**src/rtl/wb_fwd_pipe_pkg.sv**
```systemverilog
`default_nettype none
// ============================================================================
// Module   : wb_fwd_pipe_pkg
// Purpose  : Stage-record layout, zero-register constant and parameter checks
// Revision : 1.0
// ============================================================================
package wb_fwd_pipe_pkg;

  // Stage record bit layout: {data, waddr, ready, load, we, valid}
  localparam int unsigned c_rec_valid    = 0;
  localparam int unsigned c_rec_we       = 1;
  localparam int unsigned c_rec_load     = 2;
  localparam int unsigned c_rec_ready    = 3;
  localparam int unsigned c_rec_addr_lsb = 4;

  localparam int unsigned c_zero_reg = 0;

  function automatic int unsigned rec_width(input int unsigned addr_w,
                                            input int unsigned data_w);
    return c_rec_addr_lsb + addr_w + data_w;
  endfunction

  function automatic int unsigned rec_data_lsb(input int unsigned addr_w);
    return c_rec_addr_lsb + addr_w;
  endfunction

  function automatic bit params_legal(input int unsigned depth,
                                      input int unsigned rd_ports,
                                      input int unsigned load_rdy);
    return (depth >= 2) && (depth <= 6) &&
           (rd_ports >= 1) && (rd_ports <= 4) &&
           (load_rdy >= 1) && (load_rdy <= depth - 1);
  endfunction

endpackage
`default_nettype wire

```
**src/rtl/wb_fwd_pipe_fwd_sel.sv**
```systemverilog
`default_nettype none
// ============================================================================
// Module   : wb_fwd_pipe_fwd_sel
// Purpose  : Single read-port priority matcher over EX and post-EX records
// Revision : 1.0
// ============================================================================
module wb_fwd_pipe_fwd_sel
  import wb_fwd_pipe_pkg::*;
#(
  parameter int unsigned DATA_W = 32,
  parameter int unsigned ADDR_W = 5,
  parameter int unsigned DEPTH  = 2,
  localparam int unsigned REC_W    = rec_width(ADDR_W, DATA_W),
  localparam int unsigned DATA_LSB = rec_data_lsb(ADDR_W)
) (
  input  logic                           re_i,
  input  logic [ADDR_W-1:0]              addr_i,
  input  logic [DATA_W-1:0]              rf_rdata_i,
  input  logic [(DEPTH+1)*REC_W-1:0]     recs_i,
  output logic [DATA_W-1:0]              data_o,
  output logic                           hazard_o
);

  logic w_found;

  // Record 0 is the EX stage, record k is s[k-1]; lowest index is youngest.
  always_comb begin
    data_o   = '0;
    hazard_o = 1'b0;
    w_found  = 1'b0;
    if (re_i && (addr_i != ADDR_W'(c_zero_reg))) begin
      data_o = rf_rdata_i;
      for (int k = 0; k <= int'(DEPTH); k++) begin
        if (!w_found &&
            recs_i[k*REC_W + c_rec_valid] &&
            recs_i[k*REC_W + c_rec_we] &&
            (recs_i[k*REC_W + c_rec_addr_lsb +: ADDR_W] == addr_i)) begin
          w_found = 1'b1;
          if (recs_i[k*REC_W + c_rec_load] && !recs_i[k*REC_W + c_rec_ready]) begin
            hazard_o = 1'b1;
          end else begin
            data_o = recs_i[k*REC_W + DATA_LSB +: DATA_W];
          end
        end
      end
    end
  end

endmodule
`default_nettype wire

```
**src/rtl/wb_fwd_pipe.sv**
```systemverilog
`default_nettype none
// ============================================================================
// Module   : wb_fwd_pipe
// Purpose  : Parametrised post-EX writeback chain with forwarding and stall
// Revision : 1.0
// ============================================================================
module wb_fwd_pipe
  import wb_fwd_pipe_pkg::*;
#(
  parameter int unsigned DATA_W   = 32,
  parameter int unsigned ADDR_W   = 5,
  parameter int unsigned DEPTH    = 2,
  parameter int unsigned RD_PORTS = 2,
  parameter int unsigned LOAD_RDY = 1,
  parameter int unsigned CNT_W    = 16
) (
  input  logic                         clk,
  input  logic                         rst,
  input  logic                         hold_i,
  input  logic                         flush_i,
  input  logic                         ex_we_i,
  input  logic                         ex_load_i,
  input  logic [ADDR_W-1:0]            ex_waddr_i,
  input  logic [DATA_W-1:0]            ex_wdata_i,
  input  logic [DATA_W-1:0]            mem_rdata_i,
  input  logic [RD_PORTS-1:0]          rd_re_i,
  input  logic [RD_PORTS*ADDR_W-1:0]   rd_addr_i,
  input  logic [RD_PORTS*DATA_W-1:0]   rf_rdata_i,
  output logic [RD_PORTS*DATA_W-1:0]   rd_data_o,
  output logic                         stall_req_o,
  output logic                         wb_we_o,
  output logic [ADDR_W-1:0]            wb_waddr_o,
  output logic [DATA_W-1:0]            wb_wdata_o,
  output logic [CNT_W-1:0]             hazard_cnt_o
);

  localparam int unsigned REC_W    = rec_width(ADDR_W, DATA_W);
  localparam int unsigned DATA_LSB = rec_data_lsb(ADDR_W);

  if (!params_legal(DEPTH, RD_PORTS, LOAD_RDY)) begin : g_param_err
    $error("wb_fwd_pipe: illegal DEPTH/RD_PORTS/LOAD_RDY combination");
  end

  logic [REC_W-1:0]             stage_q [DEPTH];
  logic [REC_W-1:0]             stage_d [DEPTH];
  logic [CNT_W-1:0]             hazard_cnt_q;
  logic [CNT_W-1:0]             hazard_cnt_d;
  logic [REC_W-1:0]             w_ex_rec;
  logic [(DEPTH+1)*REC_W-1:0]   w_recs;
  logic [RD_PORTS-1:0]          w_hazard;
  logic [REC_W-1:0]             w_wb_rec;

  // Bubbles enter as all-zero records so wb_* stays quiet until real traffic.
  always_comb begin
    w_ex_rec = '0;
    if (ex_we_i) begin
      w_ex_rec[c_rec_valid]                   = 1'b1;
      w_ex_rec[c_rec_we]                      = 1'b1;
      w_ex_rec[c_rec_load]                    = ex_load_i;
      w_ex_rec[c_rec_ready]                   = !ex_load_i;
      w_ex_rec[c_rec_addr_lsb +: ADDR_W]      = ex_waddr_i;
      w_ex_rec[DATA_LSB +: DATA_W]            = ex_wdata_i;
    end
  end

  always_comb begin
    for (int i = 0; i < int'(DEPTH); i++) begin
      stage_d[i] = stage_q[i];
    end
    if (flush_i) begin
      for (int i = 0; i < int'(DEPTH); i++) begin
        stage_d[i] = '0;
      end
    end else if (!hold_i) begin
      stage_d[0] = w_ex_rec;
      for (int i = 1; i < int'(DEPTH); i++) begin
        stage_d[i] = stage_q[i-1];
        if ((i == int'(LOAD_RDY)) && stage_q[i-1][c_rec_valid] &&
            stage_q[i-1][c_rec_load] && !stage_q[i-1][c_rec_ready]) begin
          stage_d[i][DATA_LSB +: DATA_W] = mem_rdata_i;
          stage_d[i][c_rec_ready]        = 1'b1;
        end
      end
    end
  end

  always_comb begin
    hazard_cnt_d = hazard_cnt_q;
    if (stall_req_o && (hazard_cnt_q != '1)) begin
      hazard_cnt_d = hazard_cnt_q + CNT_W'(1);
    end
  end

  always_ff @(posedge clk or negedge rst) begin
    if (!rst) begin
      for (int i = 0; i < int'(DEPTH); i++) begin
        stage_q[i] <= '0;
      end
      hazard_cnt_q <= '0;
    end else begin
      for (int i = 0; i < int'(DEPTH); i++) begin
        stage_q[i] <= stage_d[i];
      end
      hazard_cnt_q <= hazard_cnt_d;
    end
  end

  always_comb begin
    w_recs[0 +: REC_W] = w_ex_rec;
    for (int k = 0; k < int'(DEPTH); k++) begin
      w_recs[(k+1)*REC_W +: REC_W] = stage_q[k];
    end
  end

  for (genvar p = 0; p < int'(RD_PORTS); p++) begin : g_port
    wb_fwd_pipe_fwd_sel #(
      .DATA_W (DATA_W),
      .ADDR_W (ADDR_W),
      .DEPTH  (DEPTH)
    ) u_fwd_sel (
      .re_i       (rd_re_i[p]),
      .addr_i     (rd_addr_i[p*ADDR_W +: ADDR_W]),
      .rf_rdata_i (rf_rdata_i[p*DATA_W +: DATA_W]),
      .recs_i     (w_recs),
      .data_o     (rd_data_o[p*DATA_W +: DATA_W]),
      .hazard_o   (w_hazard[p])
    );
  end

  assign stall_req_o = (|w_hazard) && !hold_i && !flush_i;

  assign w_wb_rec     = stage_q[DEPTH-1];
  assign wb_we_o      = w_wb_rec[c_rec_valid] && w_wb_rec[c_rec_we] && !hold_i &&
                        (w_wb_rec[c_rec_addr_lsb +: ADDR_W] != ADDR_W'(c_zero_reg));
  assign wb_waddr_o   = w_wb_rec[c_rec_addr_lsb +: ADDR_W];
  assign wb_wdata_o   = w_wb_rec[DATA_LSB +: DATA_W];
  assign hazard_cnt_o = hazard_cnt_q;

endmodule
`default_nettype wire

```
**config.mk**
```make
export PLATFORM = sky130hd
export DESIGN_NAME = wb_fwd_pipe
export DESIGN_NICKNAME = d
export VERILOG_FILES = /design/src/rtl/wb_fwd_pipe_pkg.sv /design/src/rtl/wb_fwd_pipe_fwd_sel.sv /design/src/rtl/wb_fwd_pipe.sv
export SDC_FILE = /design/constraint.sdc
export NUM_CORES = 1
export LEC_CHECK = 0
export ABC_CLOCK_PERIOD_IN_PS = 3600
export BUFFER_PORTS_ARGS = -buffer_cell sky130_fd_sc_hd__buf_2
export CORE_MARGIN = 4
export CORE_UTILIZATION = 40
export CTS_BUF_LIST = sky130_fd_sc_hd__clkbuf_8
export DETAILED_ROUTE_END_ITERATION = 10
export GPL_TIMING_DRIVEN = 0
export PLACE_DENSITY = 0.67
export SETUP_SLACK_MARGIN = 0.2
export SLEW_MARGIN = 40
export SYNTH_ARGS = -nofsm -noshare
export SYNTH_HDL_FRONTEND = slang
export SYNTH_SLANG_ARGS = --single-unit
```
**constraint.sdc**
```tcl
create_clock -name clk -period 3.6 [get_ports clk]
set_input_delay 0.72 -clock clk [delete_from_list [all_inputs] [get_ports clk]]
set_output_delay 0.72 -clock clk [all_outputs]
set_load 0.05 [all_outputs]
```
==> impl_summary.txt <==
----------------------------------------------------
[Outcome]
  Outcome ... complete, no violations

[Critical path]
  Setup crit end kind ... output pin
  Worst EP arrival ... ~2800 ps
  Worst path required time ... ~2900 ps
  Kind of launch point of the worst setup path ... input port
  Worst reg-to-reg setup slack ... about 1300 ps
  CP Max Fanout ... 8
  Type of the worst setup path ... input port to output pin

[Floorplan]
  Chip Width ... 144 um
  Core Region ... 18000 um2
  Standard-cell rows ... 49
  Die Y ... roughly 140 um
  # IOs ... 270
  Die footprint ... ~21000 um2
  Initial standard-cell utilization of the core ... 0.407

[Yosys]
  Number of cells produced by synthesis ... 938
  Number of nets produced by synthesis ... 1090
  EDFF count, synth ... 0
  Cell area after technology mapping ... approximately 7300 um2
  Primary flip-flop cell chosen by synthesis mapping ... dfrtp_1
  Number of register bits inferred by synthesis ... 96
  Mean Syn Cell Area ... between 7 and 8 um2
  Fraction of post-synthesis cell area in the top cell type by area ... 0.327
  Fraction of registers with async set/reset ... 1.00
  Synth warnings ... 0
  Number of distinct library cells after synthesis ... 48
  Fraction of the yosys area taken by sequential cells ... 0.327
  Synth area leaders ... dfrtp_1, mux2i_1, a21oi_1
  Library cell occupying the most area in the post-synthesis netlist ... dfrtp_1

[Power and ir drop]
  Post-layout total power ... between 2 and 3 mW
  Worst IR drop on VDD ... roughly 230 uV
  Power Density ... approximately 250 nW/um2
  Net Switching ... 1.02 mW
  Power share of the combinational group ... 0.331
  Net switching share of the total power ... 0.358
  Proportion of power drawn by the clock network ... 0.265
  Register share of total power ... 0.403
  Leakage Power ... about 5.1 nW
  Cell Int Power ... roughly 1.8 mW

[Global routing]
  Overflow left after global routing ... 0
  Wire length of the first global-routing pass ... 46000 um
  Largest net degree at the start of global routing ... 52
  Overall Global Routing Usage ... 0.287
  Number of global-route vias before repair ... 8409
  Antenna violations before repair ... 6

[Detailed routing]
  Via count ... 8448
  Number of nets still failing antenna checks after routing ... 0
  Number of vias per cell ... roughly 5.7
  First-pass DRT Iterations ... 5
  WL/cell ... between 20 and 25 um
  DR DRC count ... 0
  First-iteration detailed-routing DRC count ... about 510
  Wire length reported by the detailed router ... 31200 um

[Place]
  Port-buffer cells ... 266
  Post-placement worst setup slack ... -572 ps
  Total instance count after detailed placement ... roughly 1400
  Dpl hpwl ... approximately 22000 um
  Instance area after placement ... 9710 um2
  Final weighted congestion of routability-driven global placement ... 0.859

[Clocking]
  CTS tree ... yes
  CTS clock-pin slew for the worst setup and hold paths ... roughly 100 ps
  Num Clock Sinks ... 96
  CTS hold repair buffers ... 0
  Cts bufs inserted ... 9
  Source-to-sink clock delay at the later pin of the worst-skew pair ... 370 ps
  Number of buffers on the longest clock path ... 2
  Clock tree root buffer cell ... clkbuf_8
  CTS H-tree lvls ... 3

[STA]
  Post-Route Skew ... approximately 9.4 ps
  Least setup slack across all paths after layout ... between 60 and 70 ps
  Final count of hold timing violations ... 0
  Number of max-slew violations in the final report ... 0
  Final period demand of the worst path ... around 3500 ps
  Worst rel slew slack ... 0.529
  RSZ-0062 raised after global routing ... true
  Final worst path period share ... 0.982
  Fmax ... roughly 0.28 GHz
  Final setup violation count ... 0
  Slew of the pin with the lowest slew margin ... ~710 ps

[Job]
  Max-cap violations ... 0

[Cells and area]
  Share of layout cells above drive strength 1 ... 0.415
  Fill cell count ... 1572
  Most common cell after layout, fill and taps aside ... buf_2
  Commonest cells after routing, fill and taps aside ... buf_2, nand2_1, dfrtp_1, buf_6, a21oi_1
  Post-route cell area ... about 11000 um2
  Area delta synth->final ... 55.9%
  Core utilization of the finished layout ... 0.635
  Number of nets in the layout ... around 1400
  Number of standard cells in the final layout excluding fillers ... 1492

[Min path]
  Worst hold path type ... input port to asynchronous set/reset pin

----------------------------------------------------
==> flip-flops by register name, summed over array words and instances (netlist names) <==
name and cells:
w_wb_rec 40, stage_q 40, hazard_cnt_o 16
==> critical path: stages <==
cell,delay (ps)
buf_4,130
xor2_1,180
a2111o_1,260
nor3_4,70
or4_4,540
buf_12,180
clkbuf_16,160
nand2_1,60
o211ai_1,140
a21oi_4,180
buf_6,180
==> per-layer routing <==
metal / GRT usage / up-vias / routed length [um]
met2: 0.472 / 368 / 15100
met4: 0.109 / 6 / 856
met1: 0.376 / 4110 / 12900
met5: 0 / - / 46
li1: - / 3896 / -
met3: 0.0539 / 68 / 2320
==> stage by stage <==
stage / TNS [ps] / hold WS (ps)
CTS: 0 / 237
detailed placement: -30830 / 486
global placement: -30650 / 473
global route: -5.59 / 256
finish: 0 / 234
floorplan: 0 / 424
==> cell type report <==
type	instances	area, um2	area share
plain buffers	118	978	0.0854
repair buffers	306	2280	0.199
clock buffers	11	151	0.0132
inverters	2	7.51	0.000656
multi-input cells	722	5280	0.461
well taps	229	287	0.0250
diodes	4	10.0	0.000874
clock inverters	4	53.8	0.00470
flip-flops and latches	96	2410	0.211
==> power groups by stage <==
| stage | clock [mW] | combinational, mW | sequential [mW] |
|---|---|---|---|
| after floorplan | 0 | 0.544 | 1.17 |
| after global placement | 0 | 0.818 | 1.17 |
| after detailed placement | 0 | 0.827 | 1.17 |
| after CTS | 0.771 | 0.906 | 1.15 |
| after global routing | 0.807 | 1.00 | 1.15 |
| final | 0.755 | 0.944 | 1.15 |
==> synthesized netlist by cell type, drive strengths merged (2+ instances only) <==
| cell | n |
|---|---|
| or3 | 4 |
| a22o | 34 |
| nand2 | 172 |
| o21ai | 7 |
| xor2 | 9 |
| o211ai | 64 |
| nor3 | 4 |
| a21oi | 134 |
| nor4 | 3 |
| and2 | 36 |
| nor2 | 59 |
| nand4 | 9 |
| xnor2 | 32 |
| buf | 64 |
| clkbuf | 54 |
| and4 | 2 |
| mux2 | 2 |
| inv | 2 |
| and3 | 5 |
| nand3 | 46 |
| or4 | 4 |
| mux2i | 69 |
| o221ai | 2 |
| nand2b | 4 |
| nor2b | 4 |
| and3b | 2 |
| dfrtp | 96 |
==> final timing paths <==
| path | endpoint | from | cells past startpoint |
|---|---|---|---|
| max in group asynchronous | stage_q[48] | rst | 2 |
| setup / recovery | rd_data_o[60] | ex_waddr_i[1] | 11 |
| min in group clk | hazard_cnt_o[5] | hazard_cnt_o[5] | 1 |
| hold / removal | stage_q[62] | rst | 1 |
| hold reg to reg | hazard_cnt_o[5] | hazard_cnt_o[5] | 1 |
| setup reg to reg | hazard_cnt_o[12] | stage_q[44] | 9 |
==> what timing repair did <==
item / CTS / global route
cloned: 1 / 7
resized for setup: 223 / 126
endpoints found under the setup margin: 65 / 65
pin swaps: 16 / 63
buffers inserted: 16 / 15
==> logic make-up (layout without fill, tap and decap cells) <==
group,count (synthesis),after routing,share of synthesized area
compound gates,251,251,0.218
xor+xnor,41,41,0.0489
fa+ha+maj,1,1,0.00170
buf+inv,120,441,0.0845
flops,96,96,0.327
mux,71,71,0.0971
other cells,0,4,0
simple gates,358,358,0.223
Power figures use the tool's default switching activity.
